===== src/rtl/mem_stage_ctrl.sv =====
// Memory-stage controller: drives lw/sw over a req/ack data port and registers the M/W latch.
// Latency 1 cycle for non-memory ops, 2+ cycles for lw/sw; stall freezes upstream until ack or timeout.
module mem_stage_ctrl #(
  parameter int ADDR_W  = 12,
  parameter int TIMEOUT = 64
) (
  input  logic              clk,
  input  logic              clr,
  input  logic [31:0]       alu_in,
  input  logic [31:0]       data_in,
  input  logic [31:0]       insn_in,
  input  logic              exception_in,
  input  logic              overflow_in,
  output logic              mem_req,
  output logic              mem_we,
  output logic [ADDR_W-1:0] mem_addr,
  output logic [31:0]       mem_wdata,
  input  logic [31:0]       mem_rdata,
  input  logic              mem_ack,
  output logic              stall,
  output logic [31:0]       mw_result,
  output logic [31:0]       mw_insn,
  output logic              mw_exception,
  output logic              mw_overflow,
  output logic              mw_valid
);

  localparam int CNT_W = (TIMEOUT > 2) ? $clog2(TIMEOUT) : 1;

  typedef enum logic {S_IDLE, S_ACCESS} state_t;

  state_t            r_state, w_state_nxt;
  logic [CNT_W-1:0]  r_cnt, w_cnt_nxt;
  logic [ADDR_W-1:0] r_addr;
  logic [31:0]       r_wdata;
  logic              r_we;

  logic [31:0] w_res_nxt, w_insn_nxt;
  logic        w_exc_nxt, w_ovf_nxt, w_vld_nxt;
  logic        w_stall, w_launch;

  logic [4:0] w_opcode;
  logic       w_is_sw, w_is_lw, w_is_mem, w_fault, w_ack, w_timeout;

  assign w_opcode  = insn_in[31:27];
  assign w_is_sw   = (w_opcode == 5'b00111);
  assign w_is_lw   = (w_opcode == 5'b01000);
  assign w_is_mem  = w_is_sw | w_is_lw;
  assign w_fault   = (alu_in[31:ADDR_W] != '0);
  assign w_ack     = (r_state == S_ACCESS) && mem_ack;
  assign w_timeout = (r_state == S_ACCESS) && !mem_ack && (r_cnt == CNT_W'(TIMEOUT - 1));

  always_comb begin
    w_state_nxt = r_state;
    w_cnt_nxt   = r_cnt;
    w_launch    = 1'b0;
    w_stall     = 1'b0;
    w_res_nxt   = alu_in;
    w_insn_nxt  = insn_in;
    w_exc_nxt   = exception_in;
    w_ovf_nxt   = overflow_in;
    w_vld_nxt   = (insn_in != 32'b0);
    case (r_state)
      S_IDLE: begin
        if (w_is_mem && !exception_in) begin
          if (w_fault) begin
            w_exc_nxt = 1'b1;
          end else begin
            w_launch    = 1'b1;
            w_stall     = 1'b1;
            w_state_nxt = S_ACCESS;
            w_cnt_nxt   = '0;
            w_res_nxt   = '0;
            w_insn_nxt  = '0;
            w_exc_nxt   = 1'b0;
            w_ovf_nxt   = 1'b0;
            w_vld_nxt   = 1'b0;
          end
        end
      end
      S_ACCESS: begin
        if (w_ack) begin
          w_state_nxt = S_IDLE;
          w_cnt_nxt   = '0;
          w_res_nxt   = r_we ? alu_in : mem_rdata;
          w_exc_nxt   = 1'b0;
          w_vld_nxt   = 1'b1;
        end else if (w_timeout) begin
          w_state_nxt = S_IDLE;
          w_cnt_nxt   = '0;
          w_exc_nxt   = 1'b1;
          w_vld_nxt   = 1'b1;
        end else begin
          w_stall    = 1'b1;
          w_cnt_nxt  = r_cnt + 1'b1;
          w_res_nxt  = '0;
          w_insn_nxt = '0;
          w_exc_nxt  = 1'b0;
          w_ovf_nxt  = 1'b0;
          w_vld_nxt  = 1'b0;
        end
      end
      default: w_state_nxt = S_IDLE;
    endcase
  end

  always_ff @(posedge clk or posedge clr) begin
    if (clr) begin
      r_state      <= S_IDLE;
      r_cnt        <= '0;
      r_addr       <= '0;
      r_wdata      <= '0;
      r_we         <= 1'b0;
      mw_result    <= '0;
      mw_insn      <= '0;
      mw_exception <= 1'b0;
      mw_overflow  <= 1'b0;
      mw_valid     <= 1'b0;
    end else begin
      r_state <= w_state_nxt;
      r_cnt   <= w_cnt_nxt;
      if (w_launch) begin
        r_addr  <= alu_in[ADDR_W-1:0];
        r_wdata <= data_in;
        r_we    <= w_is_sw;
      end
      mw_result    <= w_res_nxt;
      mw_insn      <= w_insn_nxt;
      mw_exception <= w_exc_nxt;
      mw_overflow  <= w_ovf_nxt;
      mw_valid     <= w_vld_nxt;
    end
  end

  // Stall is gated by clr so every output reads zero while reset is held.
  assign stall     = w_stall && !clr;
  assign mem_req   = (r_state == S_ACCESS);
  assign mem_we    = (r_state == S_ACCESS) ? r_we : 1'b0;
  assign mem_addr  = (r_state == S_ACCESS) ? r_addr : '0;
  assign mem_wdata = (r_state == S_ACCESS) ? r_wdata : '0;

endmodule


===== config.mk =====
export PLATFORM = sky130hd
export DESIGN_NAME = mem_stage_ctrl
export DESIGN_NICKNAME = d
export VERILOG_FILES = /design/src/rtl/mem_stage_ctrl.sv
export SDC_FILE = /design/constraint.sdc
export NUM_CORES = 1
export LEC_CHECK = 0
export CORE_MARGIN = 2
export CORE_UTILIZATION = 44
export DETAILED_ROUTE_END_ITERATION = 16
export PLACE_DENSITY = 0.83
export SETUP_SLACK_MARGIN = 0.1
export SYNTH_ARGS = -nofsm -noshare
export SYNTH_HDL_FRONTEND = slang
export SYNTH_SLANG_ARGS = --single-unit

===== constraint.sdc =====
create_clock -name clk -period 7.35 [get_ports clk]
set_clock_uncertainty 0.05 [all_clocks]
set_input_delay 1.47 -clock clk [delete_from_list [all_inputs] [get_ports clk]]
set_output_delay 1.47 -clock clk [all_outputs]
set_load 0.02 [all_outputs]

# After elaboration in Yosys (flattened, before gate mapping)
# Index checks and enable logic that the tools add are counted.
[classes]
n_addsub = 1
eq_ne = 5
mux = 39
n_bitwise = 2
n_reduce_logical = 11
[op_table]
columns = ["op", "count"]
rows = [
  ["2-to-1 mux 32 bit", 10],
  ["one-hot mux 32 bit (2 select lines)", 2],
  ["nonzero test 32 bit", 1],
  ["2-to-1 mux 6 bit", 4],
  ["nonzero test 20 bit", 1],
  ["2-to-1 mux 1 bit", 17],
  ["2-to-1 mux 12 bit", 1],
  ["one-hot mux 6 bit (2 select lines)", 1],
  ["one-hot mux 1 bit (2 select lines)", 4],
  ["adder 6 x 1 -> 6 bit (second input constant)", 1],
  ["equality test 6 bit (second input constant)", 1],
  ["equality test 5 x 3 -> 1 bit (second input constant)", 1],
  ["equality test 5 x 4 -> 1 bit (second input constant)", 1],
  ["logical AND 1 bit", 5],
  ["!= test 2 bit (second input constant)", 2],
  ["logical NOT 1 bit", 3],
  ["AND reduction 2 bit", 1],
  ["inverter 1 bit", 1],
  ["bitwise OR 1 bit", 1],
]
[totals]
ff_bits = 119
input_bits = 133
word_cells = 68

# Longest topological paths before layout
[logic_depth]
word_depth = 7
ltp_mapped = 6
ltp_nobuf = 5

# Least setup slack after synthesis
# No wires, ideal clock.
[synth_path]
path_kind = "input port to output port"
start = "input insn_in[27]"
end = "output stall"
arrival_ns = 3.174
required_ns = 5.830
path_slack_ns = 2.656
cell_stages = 5
path_cell_list = "or4b_4 -> a2111o_1 -> clkbuf_1 -> clkbuf_1 -> a21oi_1"
[synth_via]
elab_chain_cells = 6
[synth_rtl]
columns = ["element", "line_no", "rtl"]
rows = [
  ["start, declared", "11", "input logic [31:0] insn_in,"],
  ["equality test 5 x 3 -> 1 bit or equality test 5 x 4 -> 1 bit (tied branches)", "46, 47", ""],
  ["bitwise OR 1 bit *", "48", "assign w_is_mem = w_is_sw | w_is_lw;"],
  ["logical AND 1 bit *", "65", "if (w_is_mem && !exception_in) begin"],
  ["2-to-1 mux 1 bit *", "65", ""],
  ["one-hot mux 1 bit (2 select lines) *", "63", "case (r_state)"],
  ["logical AND 1 bit *", "136", "assign stall = w_stall && !clr;"],
  ["end, declared", "20", "output logic stall,"],
]
# Mark *: on every way between the ends. The rest lies on a longest branch, timed or not.

# Worst setup path after layout
[layout_path]
start = "input alu_in[13]"
end = "output stall"
[layout_via]
elab_chain_cells = 5
[layout_rtl]
columns = ["element", "line_no", "rtl"]
rows = [
  ["start, declared", "9", "input logic [31:0] alu_in,"],
  ["nonzero test 20 bit", "49", "assign w_fault = (alu_in[31:ADDR_W] != '0);"],
  ["2-to-1 mux 1 bit", "66", "if (w_fault) begin"],
  ["2-to-1 mux 1 bit", "65", ""],
  ["one-hot mux 1 bit (2 select lines)", "63", ""],
  ["logical AND 1 bit", "136", ""],
]
# Every way passes these cells.

==> flow_metrics.py <==
metrics = {
    "status": {
        "outcome": "complete, no violations",
    },
    "worst_setup_path": {
        "cp_slowest_cell": "sky130_fd_sc_hd__clkdlybuf4s50_1",
        "timing.critical_path.cells": "clkdlybuf4s50_1 > nor4_1 > nand2_1 > a2111o_1 > buf_4 > a21oi_1 > clkdlybuf4s50_1",
        "setup.worst_path.end_class": "primary output",
        "timing.critical_path.buf_inv": 3,
        "cp_num_cells": 7,
        "critPathMostFrequentCell": "sky130_fd_sc_hd__clkdlybuf4s50_1",
        "rr_endpoint": "mw_result[5]",
        "worst-endpoint-arrival_ps": 4220,
        "rr_startpoint": "r_cnt[0]",
        "crit_path_max_incr_delay_ps": 630,
        "path_delay_family": "buffers and inverters",
        "launching_element_type_of_the_critical_path": "primary input",
        "crit_path_max_fanout": 46,
        "path_class": "in2out",
        "r2r_setup_slk_ps": 4770,
        "crit_required_ps": 5830,
        "worst_r2r_path_depth": 5,
    },
    "timing": {
        "timing.setup.tns_ps": 0,
        "post-route-min-period_ps": 5740,
        "rsz_0062_raised_after_global_routing": "no",
        "count_of_final_setup_violators": 0,
        "fmax_mhz": 174,
        "fin_crit_sh_pct": 78.0,
        "slew_headroom_pct": 32.9,
        "timing_worst_slew_pin_value_ps": 1010,
        "timing.final.max_slew_violations": 0,
        "final-hold-violation-count": 0,
    },
    "pwr": {
        "p_leak_nw": 3.53,
        "ir_drop_mv": 0.166,
        "seq_pwr_share_pct": 41.1,
        "power_density_nw_per_um2": 202,
        "netsw_mw": 0.361,
        "p_clk_share_pct": 47.3,
        "internal_power_mw": 1.29,
        "power.total_mw": 1.66,
        "share_comb_of_total_power_pct": 11.6,
        "switching_share_pct": 21.8,
    },
    "synth": {
        "post_synth_instance_area_um2": 5070,
        "synthesis.nets": 538,
        "synthesis.yosys.warnings": 0,
        "synth.distinct_cells": 36,
        "syn_inst": 404,
        "synth-seq-cells": 119,
        "seq_area_frac_synth_pct": 58.7,
        "syn_area_per_cell_um2": 12.6,
    },
    "floorplanning": {
        "io_pins": 247,
        "chipHeight_um": 111,
        "core-area_um2": 11300,
        "start_util_pct": 44.8,
        "fp.dieW_um": 111,
        "die-area_um2": 12400,
        "num_rows": 39,
    },
    "routing": {
        "final_antenna_net_count": 0,
        "drt_first_pass_iters": 4,
        "detail_route.wl_per_cell_um": 18.4,
        "routed_via_count": 4304,
        "route.final.wire_length_um": 14800,
        "drt_drc_violations_left": 0,
        "drt-vias-per-instance": 5.37,
        "drtIter0Drc": 227,
    },
    "global_route": {
        "grt_use_total_pct": 24.4,
        "grt_pass1_vias": 4614,
        "grt_overflow_total": 0,
        "grt_start_max_net_pins": 82,
        "grt_first_pass_wirelength_um": 23600,
        "grt_antenna_before_repair": 0,
    },
    "clock_tree": {
        "clk_root_buffer_cell": "sky130_fd_sc_hd__clkbuf_16",
        "post_cts.repair.setup_buffers": 0,
        "clkSinkCount": 119,
        "postCtsHoldBufs": 0,
        "cts_repair_resize_count": 0,
        "cts_tree": "done",
        "cts_buffers": 17,
        "path_clk_slew_ps": 50,
        "clock_insertion_delay_at_the_later_pin_of_the_skew_report_ps": 410,
        "cts_max_level": 4,
        "cts_buffer_depth": 2,
    },
    "finish": {
        "layout.core_utilization_pct": 72.5,
        "layout.nets": 779,
        "num_antenna_cells": 0,
        "syn2layout_area_growth_pct": 61.7,
        "fillCellCount": 783,
        "final_cell_count_no_fill": 801,
        "drive_gt1_share_pct": 12.5,
    },
    "hold_path": {
        "class_of_the_tightest_hold_or_removal_check": "reg2reg",
        "hold_start": "r_wdata[11]",
        "worst_hold_path.endpoint": "r_wdata[11]",
        "min_path_cells": 1,
    },
    "placement": {
        "port_buffers": 246,
        "count_of_placed_standard_cells_including_taps": 768,
        "globalplace.congestion": 0.931,
        "detailedPlacementHpwl_um": 10600,
    },
    "flow_run": {
        "max-cap-violations": 0,
    },
}
## synth_stat cells, drive strengths merged
cell type / n / area share, %
a2111o: 2 / 0.44
a2111oi: 1 / 0.54
a21boi: 1 / 0.15
a21o: 1 / 0.15
a21oi: 4 / 0.39
a22o: 40 / 6.9
a31oi: 2 / 0.25
a32o: 11 / 2.2
a41oi: 1 / 0.17
and2: 44 / 5.4
and3: 33 / 4.1
buf: 5 / 0.99
clkbuf: 25 / 1.9
dfrtp: 119 / 59
ha: 1 / 0.25
inv: 7 / 0.52
mux2: 44 / 9.8
mux2i: 3 / 0.59
nand2: 8 / 0.59
nand2b: 1 / 0.12
nand3: 4 / 0.39
nand4: 4 / 0.49
nand4b: 1 / 0.17
nor2: 6 / 0.44
nor2b: 3 / 0.37
nor3: 3 / 0.30
nor4: 12 / 1.5
o21a: 1 / 0.15
o21ai: 11 / 1.1
o2bb2ai: 1 / 0.17
o31ai: 2 / 0.30
or4: 1 / 0.15
or4b: 1 / 0.27
xnor2: 1 / 0.17
## logic make-up after synthesis
| logic type | share of synthesized area (%) |
|---|---|
| buffers and inverters | 3.35 |
| adder cells (fa/ha/maj) | 0.247 |
| AND/OR/NAND/NOR | 14.3 |
| multiplexers | 10.4 |
| flip-flops | 58.7 |
| AO/OA/AOI/OAI | 12.9 |
| XOR/XNOR | 0.173 |
## power groups by stage
| stage | Sequential, mW | Clock (mW) | Combinational, mW |
|---|---|---|---|
| after floorplan | 0.719 | 0 | 0.0356 |
| after global placement | 0.691 | 0 | 0.188 |
| after detailed placement | 0.692 | 0 | 0.192 |
| after CTS | 0.681 | 0.798 | 0.193 |
| after global routing | 0.683 | 0.830 | 0.203 |
| final | 0.681 | 0.782 | 0.192 |
## metrics by stage
| step | setup slack (ps) | instance area [µm²] | hold WS [ps] |
|---|---|---|---|
| after floorplan | 2660 | 5070 | 400 |
| after global placement | 1680 | 7620 | 411 |
| after detailed placement | 1640 | 7620 | 424 |
| after CTS | 1620 | 8200 | 433 |
| after global routing | 1480 | 8200 | 455 |
| final | 1610 | 8200 | 427 |
## worst reg2reg max path, delay by kind of cell, from the launching register on
| family | cells | cell delay (ps) |
|---|---|---|
| AOI/OAI and AO/OA | 3 | 1540 |
| DFF | 1 | 430 |
| and+or+nand+nor | 1 | 250 |
| adders and majority gates | 1 | 240 |
## placed cells by master, fill, tap and decap left out, types with 5 or more instances in the layout
cell type	instances
sky130_fd_sc_hd__clkbuf_16	17
sky130_fd_sc_hd__o21ai_0	11
sky130_fd_sc_hd__and3_1	33
sky130_fd_sc_hd__a22o_1	40
sky130_fd_sc_hd__inv_1	6
sky130_fd_sc_hd__clkinv_2	5
sky130_fd_sc_hd__buf_4	6
sky130_fd_sc_hd__nor2_1	6
sky130_fd_sc_hd__and2_1	44
sky130_fd_sc_hd__a32o_1	11
sky130_fd_sc_hd__clkdlybuf4s50_1	246
sky130_fd_sc_hd__clkbuf_8	5
sky130_fd_sc_hd__mux2_2	42
sky130_fd_sc_hd__nor4_1	12
sky130_fd_sc_hd__dfrtp_1	119
sky130_fd_sc_hd__nand2_1	8
## per-layer routing
metal / up-vias / share of wire (%) / GRT usage, %
met4: 0 / 3.1 / 12.2
met2: 184 / 52 / 41.7
met5: - / 0 / 0
li1: 1964 / - / -
met1: 2122 / 38 / 27.5
met3: 34 / 7.2 / 8.22
## worst max path at each step
stage                            from  endpoint  slack (ps)
after global routing       alu_in[13]     stall        1480
after CTS                  alu_in[13]     stall        1620
final                      alu_in[13]     stall        1610
after floorplan           insn_in[27]     stall        2660
after detailed placement   alu_in[13]     stall        1640
after global placement     alu_in[13]     stall        1680
## cell type report
class,count,area [µm²],share of cell area (%)
Clock buffer,24,502,6.12
Clock inverter,8,70.1,0.854
Inverter,7,28.8,0.351
Multi-Input combinational cell,248,1940,23.6
Sequential cell,119,2980,36.3
Tap cell,143,179,2.18
Timing Repair Buffer,252,2510,30.6
## state kept, by name, indices dropped and copies added, names as in the netlist
name / flops
r_we: 1
mw_valid: 1
r_addr: 12
r_wdata: 32
mw_overflow: 1
r_cnt: 6
mw_exception: 1
mem_req: 1
mw_result: 32
mw_insn: 32
Power figures use the tool's default switching activity.
